**src/rtl/vga_timing_pkg.sv**
```systemverilog
// Shared types, default 640x480@60 timing constants and a frame-total helper.
// Latency: n/a (compile-time only).
// Backpressure: n/a.
package vga_timing_pkg;

    typedef enum logic [1:0] {
        MODE_1X = 2'b00,
        MODE_2X = 2'b01,
        MODE_4X = 2'b10
    } mode_e;

    localparam int DEF_H_ACT  = 640;
    localparam int DEF_H_FP   = 16;
    localparam int DEF_H_SYNC = 96;
    localparam int DEF_H_BP   = 48;
    localparam int DEF_V_ACT  = 480;
    localparam int DEF_V_FP   = 10;
    localparam int DEF_V_SYNC = 2;
    localparam int DEF_V_BP   = 33;

    function automatic int total(input int act, input int fp, input int sync, input int bp);
        return act + fp + sync + bp;
    endfunction

endpackage

```
**src/rtl/vga_scaled_timing_gen_if.sv**
```systemverilog
// Video-side bundle between the timing generator, framebuffer read port and DAC.
// Latency: n/a (wiring only).
// Backpressure: none; the video stream is free-running.
interface vga_scaled_timing_gen_if #(
    parameter int CNT_W  = 10,
    parameter int ADDR_W = 19
);
    logic [1:0]        mode;
    logic [ADDR_W-1:0] fb_addr;
    logic [CNT_W-1:0]  hcount;
    logic [CNT_W-1:0]  vcount;
    logic              Hsync;
    logic              Vsync;
    logic              Nblank;
    logic              activeArea;
    logic              line_start;
    logic              frame_start;
    logic              Nsync;
    logic              clkout;

    modport master (
        input  mode,
        output fb_addr, hcount, vcount, Hsync, Vsync, Nblank, activeArea,
               line_start, frame_start, Nsync, clkout
    );

    modport slave (
        output mode,
        input  fb_addr, hcount, vcount, Hsync, Vsync, Nblank, activeArea,
               line_start, frame_start, Nsync, clkout
    );
endinterface

```
**src/rtl/vga_delay_line.sv**
```systemverilog
// Fixed-depth shift register that aligns video strobes with framebuffer data.
// Latency: DEPTH cycles.
// Backpressure: none; shifts every cycle, asynchronous clear flushes all stages.
module vga_delay_line #(
    parameter int WIDTH = 8,
    parameter int DEPTH = 2
) (
    input  logic             clk,
    input  logic             rst_n,
    input  logic [WIDTH-1:0] din,
    output logic [WIDTH-1:0] dout
);
    logic [WIDTH-1:0] pipe [DEPTH];

    // shift every cycle; reset empties the whole line so no stale strobes leak out
    always_ff @(posedge clk or negedge rst_n) begin
        if (!rst_n) begin
            for (int i = 0; i < DEPTH; i++) pipe[i] <= '0;
        end else begin
            pipe[0] <= din;
            for (int i = 1; i < DEPTH; i++) pipe[i] <= pipe[i-1];
        end
    end

    assign dout = pipe[DEPTH-1];
endmodule

```
**src/rtl/vga_scaled_timing_gen.sv**
```systemverilog
// VGA timing generator with programmable porches/polarity and 1x/2x/4x framebuffer replication.
// Latency: fb_addr 1 cycle after the stage-0 pixel; all other video outputs 1+RD_LAT cycles.
// Backpressure: none; free-running at the pixel clock.
module vga_scaled_timing_gen
    import vga_timing_pkg::*;
#(
    parameter int H_ACT  = DEF_H_ACT,
    parameter int H_FP   = DEF_H_FP,
    parameter int H_SYNC = DEF_H_SYNC,
    parameter int H_BP   = DEF_H_BP,
    parameter int V_ACT  = DEF_V_ACT,
    parameter int V_FP   = DEF_V_FP,
    parameter int V_SYNC = DEF_V_SYNC,
    parameter int V_BP   = DEF_V_BP,
    parameter bit HS_POL = 1'b0,
    parameter bit VS_POL = 1'b0,
    parameter int RD_LAT = 1,
    parameter int CNT_W  = 10,
    parameter int ADDR_W = 19
) (
    input  logic CLK25,
    input  logic Nrst,
    vga_scaled_timing_gen_if.master vid
);
    localparam int H_TOTAL = total(H_ACT, H_FP, H_SYNC, H_BP);
    localparam int V_TOTAL = total(V_ACT, V_FP, V_SYNC, V_BP);

    typedef logic [CNT_W-1:0]  cnt_t;
    typedef logic [ADDR_W-1:0] addr_t;

    localparam cnt_t  H_LAST     = cnt_t'(H_TOTAL - 1);
    localparam cnt_t  V_LAST     = cnt_t'(V_TOTAL - 1);
    localparam cnt_t  H_VIS      = cnt_t'(H_ACT);
    localparam cnt_t  V_VIS      = cnt_t'(V_ACT);
    localparam cnt_t  H_VIS_LAST = cnt_t'(H_ACT - 1);
    localparam cnt_t  HS_BEG     = cnt_t'(H_ACT + H_FP);
    localparam cnt_t  HS_END     = cnt_t'(H_ACT + H_FP + H_SYNC);
    localparam cnt_t  VS_BEG     = cnt_t'(V_ACT + V_FP);
    localparam cnt_t  VS_END     = cnt_t'(V_ACT + V_FP + V_SYNC);
    localparam cnt_t  CNT_ONE    = cnt_t'(1);
    localparam addr_t ADDR_ONE   = addr_t'(1);

    typedef struct packed {
        logic hs;   // sync active (polarity applied at the output)
        logic vs;
        logic vis;
        logic ls;
        logic fs;
        cnt_t h;
        cnt_t v;
    } stage_t;

    cnt_t   h, v;
    logic   h_wrap, v_wrap, frame_wrap, visible;
    mode_e  mode_q;
    cnt_t   pix_mask;
    addr_t  src_w;
    addr_t  fb_addr_q, addr_nxt, line_base, next_base;
    stage_t stg0, stg_out;

    assign h_wrap     = (h == H_LAST);
    assign v_wrap     = (v == V_LAST);
    assign frame_wrap = h_wrap & v_wrap;
    assign visible    = (h < H_VIS) && (v < V_VIS);

    // stage-0 raster counters
    always_ff @(posedge CLK25 or negedge Nrst) begin
        if (!Nrst) begin
            h <= '0;
            v <= '0;
        end else if (h_wrap) begin
            h <= '0;
            v <= v_wrap ? '0 : v + CNT_ONE;
        end else begin
            h <= h + CNT_ONE;
        end
    end

    // replication mode only changes between frames so a frame is never mixed
    always_ff @(posedge CLK25 or negedge Nrst) begin
        if (!Nrst) begin
            mode_q <= MODE_1X;
        end else if (frame_wrap) begin
            mode_q <= (vid.mode == 2'b11) ? MODE_1X : mode_e'(vid.mode);
        end
    end

    // per-mode pixel mask (h[s-1:0]) and source line width (H_ACT >> s)
    always_comb begin
        pix_mask = '0;
        src_w    = addr_t'(H_ACT);
        case (mode_q)
            MODE_2X: begin
                pix_mask = cnt_t'(1);
                src_w    = addr_t'(H_ACT / 2);
            end
            MODE_4X: begin
                pix_mask = cnt_t'(3);
                src_w    = addr_t'(H_ACT / 4);
            end
            default: begin
                pix_mask = '0;
                src_w    = addr_t'(H_ACT);
            end
        endcase
    end

    assign next_base = line_base + src_w;

    // address walk: addr_nxt is the source index the next visible pixel reads
    always_ff @(posedge CLK25 or negedge Nrst) begin
        if (!Nrst) begin
            fb_addr_q <= '0;
            addr_nxt  <= '0;
            line_base <= '0;
        end else if (frame_wrap) begin
            fb_addr_q <= '0;
            addr_nxt  <= '0;
            line_base <= '0;
        end else if (visible) begin
            fb_addr_q <= addr_nxt;
            if (h == H_VIS_LAST) begin
                // repeat the source line until the last replicated output line
                if ((v & pix_mask) != pix_mask) begin
                    addr_nxt <= line_base;
                end else begin
                    line_base <= next_base;
                    addr_nxt  <= next_base;
                end
            end else if ((h & pix_mask) == pix_mask) begin
                addr_nxt <= addr_nxt + ADDR_ONE;
            end
        end
    end

    // stage-0 strobes feeding the alignment delay line
    always_comb begin
        stg0     = '0;
        stg0.hs  = (h >= HS_BEG) && (h < HS_END);
        stg0.vs  = (v >= VS_BEG) && (v < VS_END);
        stg0.vis = visible;
        stg0.ls  = (h == '0) && (v < V_VIS);
        stg0.fs  = (h == '0) && (v == '0);
        stg0.h   = h;
        stg0.v   = v;
    end

    vga_delay_line #(
        .WIDTH ($bits(stage_t)),
        .DEPTH (1 + RD_LAT)
    ) u_dly (
        .clk   (CLK25),
        .rst_n (Nrst),
        .din   (stg0),
        .dout  (stg_out)
    );

    assign vid.fb_addr     = fb_addr_q;
    assign vid.hcount      = stg_out.h;
    assign vid.vcount      = stg_out.v;
    assign vid.Hsync       = stg_out.hs ? HS_POL : ~HS_POL;
    assign vid.Vsync       = stg_out.vs ? VS_POL : ~VS_POL;
    assign vid.Nblank      = stg_out.vis;
    assign vid.activeArea  = stg_out.vis;
    assign vid.line_start  = stg_out.ls;
    assign vid.frame_start = stg_out.fs;
    assign vid.Nsync       = 1'b1;
    assign vid.clkout      = CLK25;
endmodule

```
**src/flat_wrapper.sv**
```systemverilog
// flat-port wrapper written by rule: the top's interface ports become plain ports
module vga_scaled_timing_gen_flat import vga_timing_pkg::*;
#(
    parameter int H_ACT  = DEF_H_ACT,
    parameter int H_FP   = DEF_H_FP,
    parameter int H_SYNC = DEF_H_SYNC,
    parameter int H_BP   = DEF_H_BP,
    parameter int V_ACT  = DEF_V_ACT,
    parameter int V_FP   = DEF_V_FP,
    parameter int V_SYNC = DEF_V_SYNC,
    parameter int V_BP   = DEF_V_BP,
    parameter bit HS_POL = 1'b0,
    parameter bit VS_POL = 1'b0,
    parameter int RD_LAT = 1,
    parameter int CNT_W  = 10,
    parameter int ADDR_W = 19
)
  (CLK25, Nrst, vid_mode, vid_fb_addr, vid_hcount, vid_vcount, vid_Hsync, vid_Vsync, vid_Nblank, vid_activeArea, vid_line_start, vid_frame_start, vid_Nsync, vid_clkout);
  vga_scaled_timing_gen_if #(.CNT_W(CNT_W), .ADDR_W(ADDR_W)) vid_i ();
  input  logic CLK25;
  input  logic Nrst;
  input wire logic [$bits(vid_i.mode)-1:0] vid_mode;
  output wire logic [$bits(vid_i.fb_addr)-1:0] vid_fb_addr;
  output wire logic [$bits(vid_i.hcount)-1:0] vid_hcount;
  output wire logic [$bits(vid_i.vcount)-1:0] vid_vcount;
  output wire logic [$bits(vid_i.Hsync)-1:0] vid_Hsync;
  output wire logic [$bits(vid_i.Vsync)-1:0] vid_Vsync;
  output wire logic [$bits(vid_i.Nblank)-1:0] vid_Nblank;
  output wire logic [$bits(vid_i.activeArea)-1:0] vid_activeArea;
  output wire logic [$bits(vid_i.line_start)-1:0] vid_line_start;
  output wire logic [$bits(vid_i.frame_start)-1:0] vid_frame_start;
  output wire logic [$bits(vid_i.Nsync)-1:0] vid_Nsync;
  output wire logic [$bits(vid_i.clkout)-1:0] vid_clkout;
  assign vid_i.mode = vid_mode;
  assign vid_fb_addr = vid_i.fb_addr;
  assign vid_hcount = vid_i.hcount;
  assign vid_vcount = vid_i.vcount;
  assign vid_Hsync = vid_i.Hsync;
  assign vid_Vsync = vid_i.Vsync;
  assign vid_Nblank = vid_i.Nblank;
  assign vid_activeArea = vid_i.activeArea;
  assign vid_line_start = vid_i.line_start;
  assign vid_frame_start = vid_i.frame_start;
  assign vid_Nsync = vid_i.Nsync;
  assign vid_clkout = vid_i.clkout;
  vga_scaled_timing_gen #(.H_ACT(H_ACT), .H_FP(H_FP), .H_SYNC(H_SYNC), .H_BP(H_BP), .V_ACT(V_ACT), .V_FP(V_FP), .V_SYNC(V_SYNC), .V_BP(V_BP), .HS_POL(HS_POL), .VS_POL(VS_POL), .RD_LAT(RD_LAT), .CNT_W(CNT_W), .ADDR_W(ADDR_W)) u_core (.CLK25(CLK25), .Nrst(Nrst), .vid(vid_i));
endmodule
```
**config.mk**
```make
export PLATFORM = sky130hd
export DESIGN_NAME = vga_scaled_timing_gen_flat
export DESIGN_NICKNAME = d
export VERILOG_FILES = /design/src/rtl/vga_timing_pkg.sv /design/src/rtl/vga_scaled_timing_gen_if.sv /design/src/rtl/vga_delay_line.sv /design/src/rtl/vga_scaled_timing_gen.sv /design/src/flat_wrapper.sv
export SDC_FILE = /design/constraint.sdc
export NUM_CORES = 1
export LEC_CHECK = 0
export ABC_AREA = 1
export BUFFER_PORTS_ARGS = -buffer_cell sky130_fd_sc_hd__buf_2
export CORE_MARGIN = 5
export CORE_UTILIZATION = 60
export CTS_CLUSTER_SIZE = 14
export DETAILED_ROUTE_END_ITERATION = 7
export HOLD_SLACK_MARGIN = 0.06
export PLACE_DENSITY = 0.8
export SKIP_CTS_REPAIR_TIMING = 1
export SLEW_MARGIN = 30
export SYNTH_ARGS = -nofsm -noshare
export SYNTH_HDL_FRONTEND = slang
export SYNTH_SLANG_ARGS = --single-unit
export TNS_END_PERCENT = 20
```
**constraint.sdc**
```tcl
create_clock -name CLK25 -period 2.35 [get_ports CLK25]
set_clock_uncertainty 0.1 [all_clocks]
set_input_delay 0.1175 -clock CLK25 [delete_from_list [all_inputs] [get_ports CLK25]]
set_output_delay 0.1175 -clock CLK25 [all_outputs]
set_load 0.02 [all_outputs]
```
# ---- Yosys cells after proc, flatten, opt, wreduce, memory -nomap -nowiden
# Cells that the tools add are included.
dict set report op_classes {
  n_addsub 4
  magnitude_cmp 6
  n_eq_ne 8
  n_mux 17
  n_bitwise 3
  n_reduce_logical 12
}
# cell n
set op_table {}
lappend op_table {{$mux W19} 10}
lappend op_table {{$eq A10 B10 Y1 const B} 3}
lappend op_table {{$add A10 B1 Y10 const B} 2}
lappend op_table {{$and A10 B2 Y10} 2}
lappend op_table {{$logic_not A10 Y1} 2}
lappend op_table {{$lt A10 B10 Y1 const B} 2}
lappend op_table {{$lt A10 B9 Y1 const B} 2}
lappend op_table {{$mux W10} 2}
lappend op_table {{$pmux W10 S2} 1}
lappend op_table {{$add A19 B1 Y19 const B} 1}
lappend op_table {{$add A19 B10 Y19} 1}
lappend op_table {{$eq A10 B2 Y1} 1}
lappend op_table {{$ge A10 B10 Y1 const B} 1}
lappend op_table {{$ge A10 B9 Y1 const B} 1}
lappend op_table {{$ne A10 B2 Y1} 1}
lappend op_table {{$logic_and A1 B1 Y1} 5}
lappend op_table {{$eq A2 B2 Y1 const B} 2}
lappend op_table {{$pmux W2 S2} 1}
lappend op_table {{$reduce_and A2 Y1} 2}
lappend op_table {{$reduce_bool A2 Y1} 2}
lappend op_table {{$reduce_bool A3 Y1} 1}
lappend op_table {{$eq A2 B1 Y1 const B} 1}
lappend op_table {{$mux W1} 2}
lappend op_table {{$mux W2} 1}
lappend op_table {{$and A1 B1 Y1} 1}
dict set report word_totals {
  ff_bits 129
  in_bits 4
  word_cells 58
}

# ---- Depth between registers and ports, before layout
# Gate-level depths: netlist of run 1.
dict set report logic_depth {
  depth_word 8
  depth_mapped 18
  ltp_nobuf 18
}

# ---- Modules after synthesis
# A second synthesis of run 1 with hierarchy kept.
dict set report unflattened {
  cells_unflattened 728
  hier_area_um2 6124.6
}
# module instances cells_each area_per_inst_um2 seq_area_each_um2
set modules_own_cells {}
lappend modules_own_cells {vga_scaled_timing_gen 1 653 4685.7 1851.8}
lappend modules_own_cells {vga_delay_line 1 75 1438.9 1251.2}

==> impl_metrics.ini, run 1 <==
[timing]
slew_violations = 0
post-route-min-period_ps = 2190
worstMarginPinSlew_ps = 962
layout_setup_ws_ps = 157
final.setup.tns_ps = 0
finalHoldViolations = 0
fmax_ghz = 0.456
hold_slack_ps = 125
setup_viol = 0
timing.slew.headroom = 0.357
fin_crit_sh = 0.933

[critical_path]
reg2reg_to = u_core.line_base[18]
cp_data_required_time_ps = 2760
rr_worst_depth = 15
timing.rr.start = u_core.mode_q[1]
cp-end-kind = flip-flop
start_kind = flip-flop
path_class = reg -> reg
crit_fanout = 8
r2r_setup_slack_ps = 160
cp.arrival_ps = 2600

[synth]
synth_area_leader_cell = dfrtp_1
ys_ff_latch = 124
synth_cells = 701
avgSynthCellArea_sq_um = 8.50
synth_fp_nets = 717
netlist_area_sq_um = 5960
synth_cell_types = 38
synth_area_leaders = dfrtp_1 52%, nand2_1 12%, inv_1 5.1%
synth_top_area_share = 0.521
ys.warnings.count = 0
synth_seq_area_share = 0.521

[placed_design]
io_buffers = 49
place_congestion = 0.949
dp_hpwl_um = 9310
dp_slack_ps = -4.64
place_inst = 866

[flow_run]
max-cap-violations = 0

[power_and_ir_drop]
cellPowerDensity_nw_per_um2 = 709
vdd_drop_max_mv = 0.635
power_mw = 4.97
power_leakage_nw = 3.50

[run_status]
outcome = finished, final reports clean

[clock_tree]
insertion_delay_ps = 620
cts_tree = done
cts.clk_slew.worst_paths_ps = 60

[layout]
nFillCells = 725
multiInputGateArea_sq_um = 2330
antennaDiodeCount = 0
drive_above_1_share = 0.179
final_cell_mix = 186 x nand2_1, 123 x dfrtp_1, 79 x inv_1
stdcell_count = 908
nets = 778
syn2layout_area_growth_pct = 17.6
layout_commonest_cell = nand2_1
seq_area_sq_um = 3100

[hold_path]
min_path_type = in -> reg
min_from = vid_mode[1]
hold_end = u_core.mode_q[0]
min_path_cells = 3

[global_route]
grt_pass1_wl_um = 23100
grt_pass1_vias = 4863
antenna_found_initial = 0
grt_max_degree = 56
gr-total-overflow = 0
gr-usage-all-layers = 0.253

[routing]
wl_per_cell_um = 15.3
firstDrtPassIters = 5
drt-initial-drc-count = 358
drc = 0
num_vias = 4936
totalWireLength_um = 13900
antenna_left = 0
avgViaCountPerCell = 5.44

[floorplan]
initial_utilization = 0.612
die_y_um = 110
ios = 51
core-area_sq_um = 9730
die-area_sq_um = 12000
dieWidth_um = 110
rows = 36
==> flip-flops by register name (all words and copies together), names as in the netlist <==
signal	flops
u_core.v	10
u_core.u_dly.dout	25
u_core.u_dly.pipe	25
u_core.line_base	14
u_core.mode_q	2
u_core.h	10
u_core.addr_nxt	19
u_core.vid.fb_addr	19
==> kinds of logic (layout without fill, tap and decap cells) <==
| logic type | count (synthesis) | count (layout) | share of synthesized area |
|---|---|---|---|
| flops | 124 | 124 | 0.521 |
| buf+inv | 122 | 196 | 0.0977 |
| xor+xnor | 12 | 12 | 0.0176 |
| compound gates | 88 | 88 | 0.0825 |
| other cells | 1 | 1 | 0.000630 |
| simple gates | 342 | 342 | 0.255 |
| fa+ha+maj | 12 | 12 | 0.0252 |
==> layout make-up <==
type / instances / share of cell area
Inverter: 92 / 0.0497
Clock inverter: 10 / 0.0200
Tap cell: 133 / 0.0238
Multi-Input combinational cell: 455 / 0.332
Timing Repair Buffer: 68 / 0.0597
Clock buffer: 26 / 0.0713
Sequential cell: 124 / 0.443
==> worst max-delay path by stage <==
stage,from,end
2_1_floorplan,u_core.mode_q[0],u_core.addr_nxt[15]
3_3_place_gp,u_core.mode_q[0],u_core.addr_nxt[15]
5_1_grt,u_core.mode_q[0],u_core.addr_nxt[15]
3_5_place_dp,u_core.mode_q[1],u_core.addr_nxt[18]
4_1_cts,u_core.mode_q[1],u_core.addr_nxt[12]
6_report,u_core.mode_q[1],u_core.line_base[18]
==> cells in the mapped netlist (all sizes together) <==
| cell | count |
|---|---|
| a21boi | 1 |
| a21oi | 17 |
| a22o | 2 |
| and2 | 2 |
| buf | 30 |
| clkinv | 2 |
| conb | 1 |
| dfrtp | 124 |
| ha | 12 |
| inv | 90 |
| nand2 | 193 |
| nand3 | 52 |
| nand4 | 15 |
| nor2 | 60 |
| nor3 | 17 |
| nor4 | 3 |
| o211ai | 2 |
| o21ai | 55 |
| o22ai | 10 |
| o31ai | 1 |
| xnor2 | 1 |
| xor2 | 11 |
==> critical path: stages (launching register included) <==
cell and delay (ps):
dfrtp_1 400, inv_2 100, ha_4 150, inv_2 50
ha_2 360, nand3_1 90, nand2_1 100, inv_1 60
nand2_1 60, nand2_1 100, nand2_4 120, nand3_1 90
nand2_1 100, nand2_1 60, nand2_1 60, o21ai_0 80
==> per-stage QoR <==
step                      area (sq um)  utilization
final                             7000        0.720
after global routing              7000        0.720
after detailed placement          6250        0.642
after floorplan                   5960            -
after global placement            6250        0.642
after CTS                         6880        0.707
==> layer usage <==
metal,up-vias,GRT usage,part of all wire
li1,2350,-,-
met1,2374,0.330,0.44
met2,177,0.395,0.48
met3,35,0.0540,0.053
met4,0,0.138,0.027
met5,-,0,0
==> power by group <==
part           total (mW)  switching, mW  internal (mW)
clock                2.77          0.982           1.79
sequential           2.14              0           2.14
combinational      0.0585         0.0449         0.0135
total                4.97           1.03           3.94
Note: power is estimated with default switching activity, not from simulation.
==> run 2, diff against run 1 <==
CORE_ASPECT_RATIO = 1.75   (was default)
==> impl_metrics.ini, run 2 (synthesis gave the netlist of run 1 again) <==
[global_route]
grt_pass1_vias = 5046
grt_max_degree = 48
antenna_found_initial = 0
grt_pass1_wl_um = 24200
gr-total-overflow = 0
gr-usage-all-layers = 0.258

[run_status]
outcome = finished, final reports clean

[timing]
slew_violations = 0
hold_slack_ps = 229
setup_viol = 0
finalHoldViolations = 0
fmax_ghz = 0.446
post-route-min-period_ps = 2240
fin_crit_sh = 0.954

[power_and_ir_drop]
p_comb_frac = 0.012
power_mw = 5.00
vdd_drop_max_mv = 0.775
pwr-share-clk = 0.560
switchingPower_mw = 1.12
p_int_mw = 3.88
pwr-share-seq = 0.427
cellPowerDensity_nw_per_um2 = 710
power_leakage_nw = 3.53
switching_share = 0.224

[critical_path]
start_kind = flip-flop
path_buf_inv = 3
cp_data_required_time_ps = 2660
critPathMaxStageDelay_ps = 390
cpMostUsedCell = nand2_1
cp.arrival_ps = 2550
cp-end-kind = flip-flop
crit_fanout = 8
crit_chain = inv_2 -> ha_4 -> inv_2 -> ha_1 -> nand2_1 -> inv_1 -> nand3_1 -> nand2_1 -> nand2_1 -> nand2_2 -> nand3_1 -> nand2_1 -> nand2_1 -> nand2_1 -> o21ai_0
crit_slowest_cell = dfrtp_1
cpLargestDelayFamily = simple AND/OR/NAND/NOR gates
path_class = reg -> reg

[layout]
layout_commonest_cell = nand2_1
final_cell_mix = 186 x nand2_1, 123 x dfrtp_1, 79 x inv_1
nets = 779
stdcell_count = 901
antennaDiodeCount = 0
drive_above_1_share = 0.182
syn2layout_area_growth_pct = 18.3
final_util = 0.720

[floorplan]
die-area_sq_um = 12100
rows = 48
ios = 51
dieWidth_um = 85.3
initial_utilization = 0.609
die_y_um = 142
core-area_sq_um = 9790

[clock_tree]
cts_tree = done
cts.clk_slew.worst_paths_ps = 60
insertion_delay_ps = 530

[hold_path]
min_path_type = in -> reg

[routing]
antenna_left = 0
drc = 0
avgViaCountPerCell = 5.47
wl_per_cell_um = 16.1
num_vias = 4929
firstDrtPassIters = 5
totalWireLength_um = 14500
drt-initial-drc-count = 528

[placed_design]
place_inst = 860
io_buffers = 49
dp_hpwl_um = 10600
place_congestion = 0.975

[flow_run]
max-cap-violations = 0
## run 2: cell type report
class	count	area (sq um)
Tap cell	125	156
Clock buffer	22	519
Fill cell	714	2740
Sequential cell	124	3100
Timing Repair Buffer	69	473
Clock inverter	14	134
Multi-Input combinational cell	455	2310
Inverter	92	348
## run 2: per-stage QoR
| stage | area (sq um) | TNS, ps | worst slack (ps) |
|---|---|---|---|
| floorplan | 5960 | 0 | 252 |
| global placement | 6280 | 0 | 160 |
| detailed placement | 6280 | 0 | 43.6 |
| CTS | 6930 | 0 | 23.5 |
| global route | 7050 | -13.8 | -7.11 |
| finish | 7050 | 0 | 108 |
## run 2: worst reg2reg max path: cells and delay by family (launching register included)
family / cells / cell delay [ps]
AND/OR/NAND/NOR: 9 / 810
adder cells (fa/ha/maj): 2 / 510
flip-flops: 1 / 390
buffers and inverters: 3 / 230
AO/OA/AOI/OAI: 1 / 70
## run 2: power groups by stage
stage	Combinational (mW)	Clock, mW	Sequential, mW
global placement	0.0546	0.0397	2.17
CTS	0.0557	2.85	2.14
floorplan	0.00315	0.0497	2.17
detailed placement	0.0560	0.0397	2.17
global route	0.0729	2.97	2.13
finish	0.0623	2.80	2.14
## run 2: worst paths after layout
| kind | from | end | slack, ps | cells after the start |
|---|---|---|---|---|
| max reg2reg | u_core.mode_q[1] | u_core.line_base[18] | 110 | 15 |
| max | u_core.mode_q[1] | u_core.line_base[18] | 110 | 15 |
| min reg2reg | u_core.u_dly.pipe[30] | u_core.u_dly.dout[5] | 250 | 0 |
| max in group asynchronous | Nrst | u_core.mode_q[0] | 1290 | 4 |
| min in group asynchronous | Nrst | u_core.vid.fb_addr[7] | 580 | 4 |
| min | vid_mode[1] | u_core.mode_q[0] | 230 | 3 |
## run 2: per-layer routing
metal / up-vias / track usage / wire length (um)
met4: 0 / 0.150 / 758
li1: 2354 / - / -
met1: 2321 / 0.266 / 5090
met5: - / 0 / 0
met2: 186 / 0.468 / 8020
met3: 68 / 0.0598 / 625
==> run 3, diff against run 2 <==
ABC_CLOCK_PERIOD_IN_PS = 2350   (was default)
CORE_UTILIZATION = 40   (was 60)
PLACE_DENSITY = 0.57   (was 0.8)
==> impl_metrics.ini, run 3 (synthesis gave the netlist of run 1 again) <==
[floorplan]
initial_utilization = 0.403
die-area_sq_um = 17500
rows = 59
core-area_sq_um = 14800
ios = 51
die_y_um = 171
dieWidth_um = 102

[layout]
nFillCells = 1437
nets = 787
stdcell_count = 967
layout_commonest_cell = nand2_1
final_cell_mix = 185 x nand2_1, 123 x dfrtp_1, 78 x inv_1
drive_above_1_share = 0.194
syn2layout_area_growth_pct = 20.6
antennaDiodeCount = 0

[clock_tree]
insertion_delay_ps = 520
cts_tree = done
cts.clk_slew.worst_paths_ps = 60

[placed_design]
io_buffers = 49
place_congestion = 0.904
place_inst = 929
dp_hpwl_um = 11800

[routing]
wl_per_cell_um = 16.3
num_vias = 4795
totalWireLength_um = 15800
antenna_left = 0
drc = 0
drt-initial-drc-count = 206
firstDrtPassIters = 4
avgViaCountPerCell = 4.96

[critical_path]
crit_slowest_cell = dfrtp_2
cpLargestDelayFamily = adder cells
path_buf_inv = 2
cp.arrival_ps = 2540
path_class = reg -> reg
start_kind = flip-flop
cp-end-kind = flip-flop
cpMostUsedCell = nand2_1
r2r_setup_slack_ps = 130
crit_chain = inv_1 -> ha_2 -> ha_1 -> inv_2 -> o21ai_0 -> a21oi_1 -> nand2_1 -> nand3_1 -> nand3_1 -> nand2_1 -> nand2_1
cp_data_required_time_ps = 2670
crit_fanout = 4
critPathMaxStageDelay_ps = 440

[timing]
fmax_ghz = 0.450
finalHoldViolations = 0
worstMarginPinSlew_ps = 627
post-route-min-period_ps = 2220
fin_crit_sh = 0.946
timing.slew.headroom = 0.582
hold_slack_ps = 54.7
slew_violations = 0
setup_viol = 0
rsz0062_at_grt = yes

[global_route]
antenna_found_initial = 0
grt_pass1_wl_um = 26000
gr-usage-all-layers = 0.196
grt_max_degree = 48
gr-total-overflow = 0
grt_pass1_vias = 5270

[power_and_ir_drop]
vdd_drop_max_mv = 0.839
cellPowerDensity_nw_per_um2 = 727
power_leakage_nw = 3.57

[hold_path]
min_path_type = in -> async

[run_status]
outcome = finished, final reports clean

[flow_run]
max-cap-violations = 0
[run 3: cell count changes in the layout (fill, tap and decap cells not counted), sizes merged]
| cell | delta |
|---|---|
| buf | +9 |
| bufinv | +2 |
| clkbuf | +2 |
| clkinv | +1 |
| clkinvlp | -1 |
| dlygate4sd3 | -1 |
| inv | -4 |
[run 3: area by class of cell]
class                           instances  area [sq um]  area share
Clock buffer                           24           537      0.0747
Clock inverter                         12           161      0.0225
Inverter                               92           348      0.0484
Multi-Input combinational cell        455          2320       0.324
Sequential cell                       124          3100       0.432
Tap cell                              183           229      0.0319
Timing Repair Buffer                   77           480      0.0669
[run 3: where the power goes]
group          internal (mW)  leakage [nW]  switching (mW)
logic                 0.0122          1.60          0.0452
clock network           1.96         0.334            1.07
registers               2.14          1.64               0
[run 3: worst paths after layout]
check | from | to | cells past startpoint
min in group CLK25 | vid_mode[1] | u_core.mode_q[0] | 3
setup / recovery | u_core.mode_q[0] | u_core.addr_nxt[16] | 11
max in group asynchronous | Nrst | u_core.u_dly.pipe[48] | 3
setup reg to reg | u_core.mode_q[0] | u_core.addr_nxt[16] | 11
hold reg to reg | u_core.u_dly.pipe[26] | u_core.u_dly.dout[1] | 0
hold / removal | Nrst | u_core.vid.fb_addr[12] | 2
[run 3: metal layers]
layer  share of wire  GRT usage  routed length (um)
met4           0.035     0.0965                 550
met3           0.026     0.0402                 406
met5               0          0                   0
met2            0.58      0.379                9180
met1            0.36      0.190                5620
[run 3: through the flow]
step	instance area, sq um	setup slack [ps]	total power, mW	setup TNS (ps)	utilization
after floorplan	5960	252	2.23	0	-
after global placement	6410	131	2.27	0	0.434
after detailed placement	6410	21.3	2.27	0	0.434
after CTS	7100	3.85	5.30	0	0.481
after global routing	7180	-32.7	5.39	-90.6	0.487
final	7180	126	5.22	0	0.487
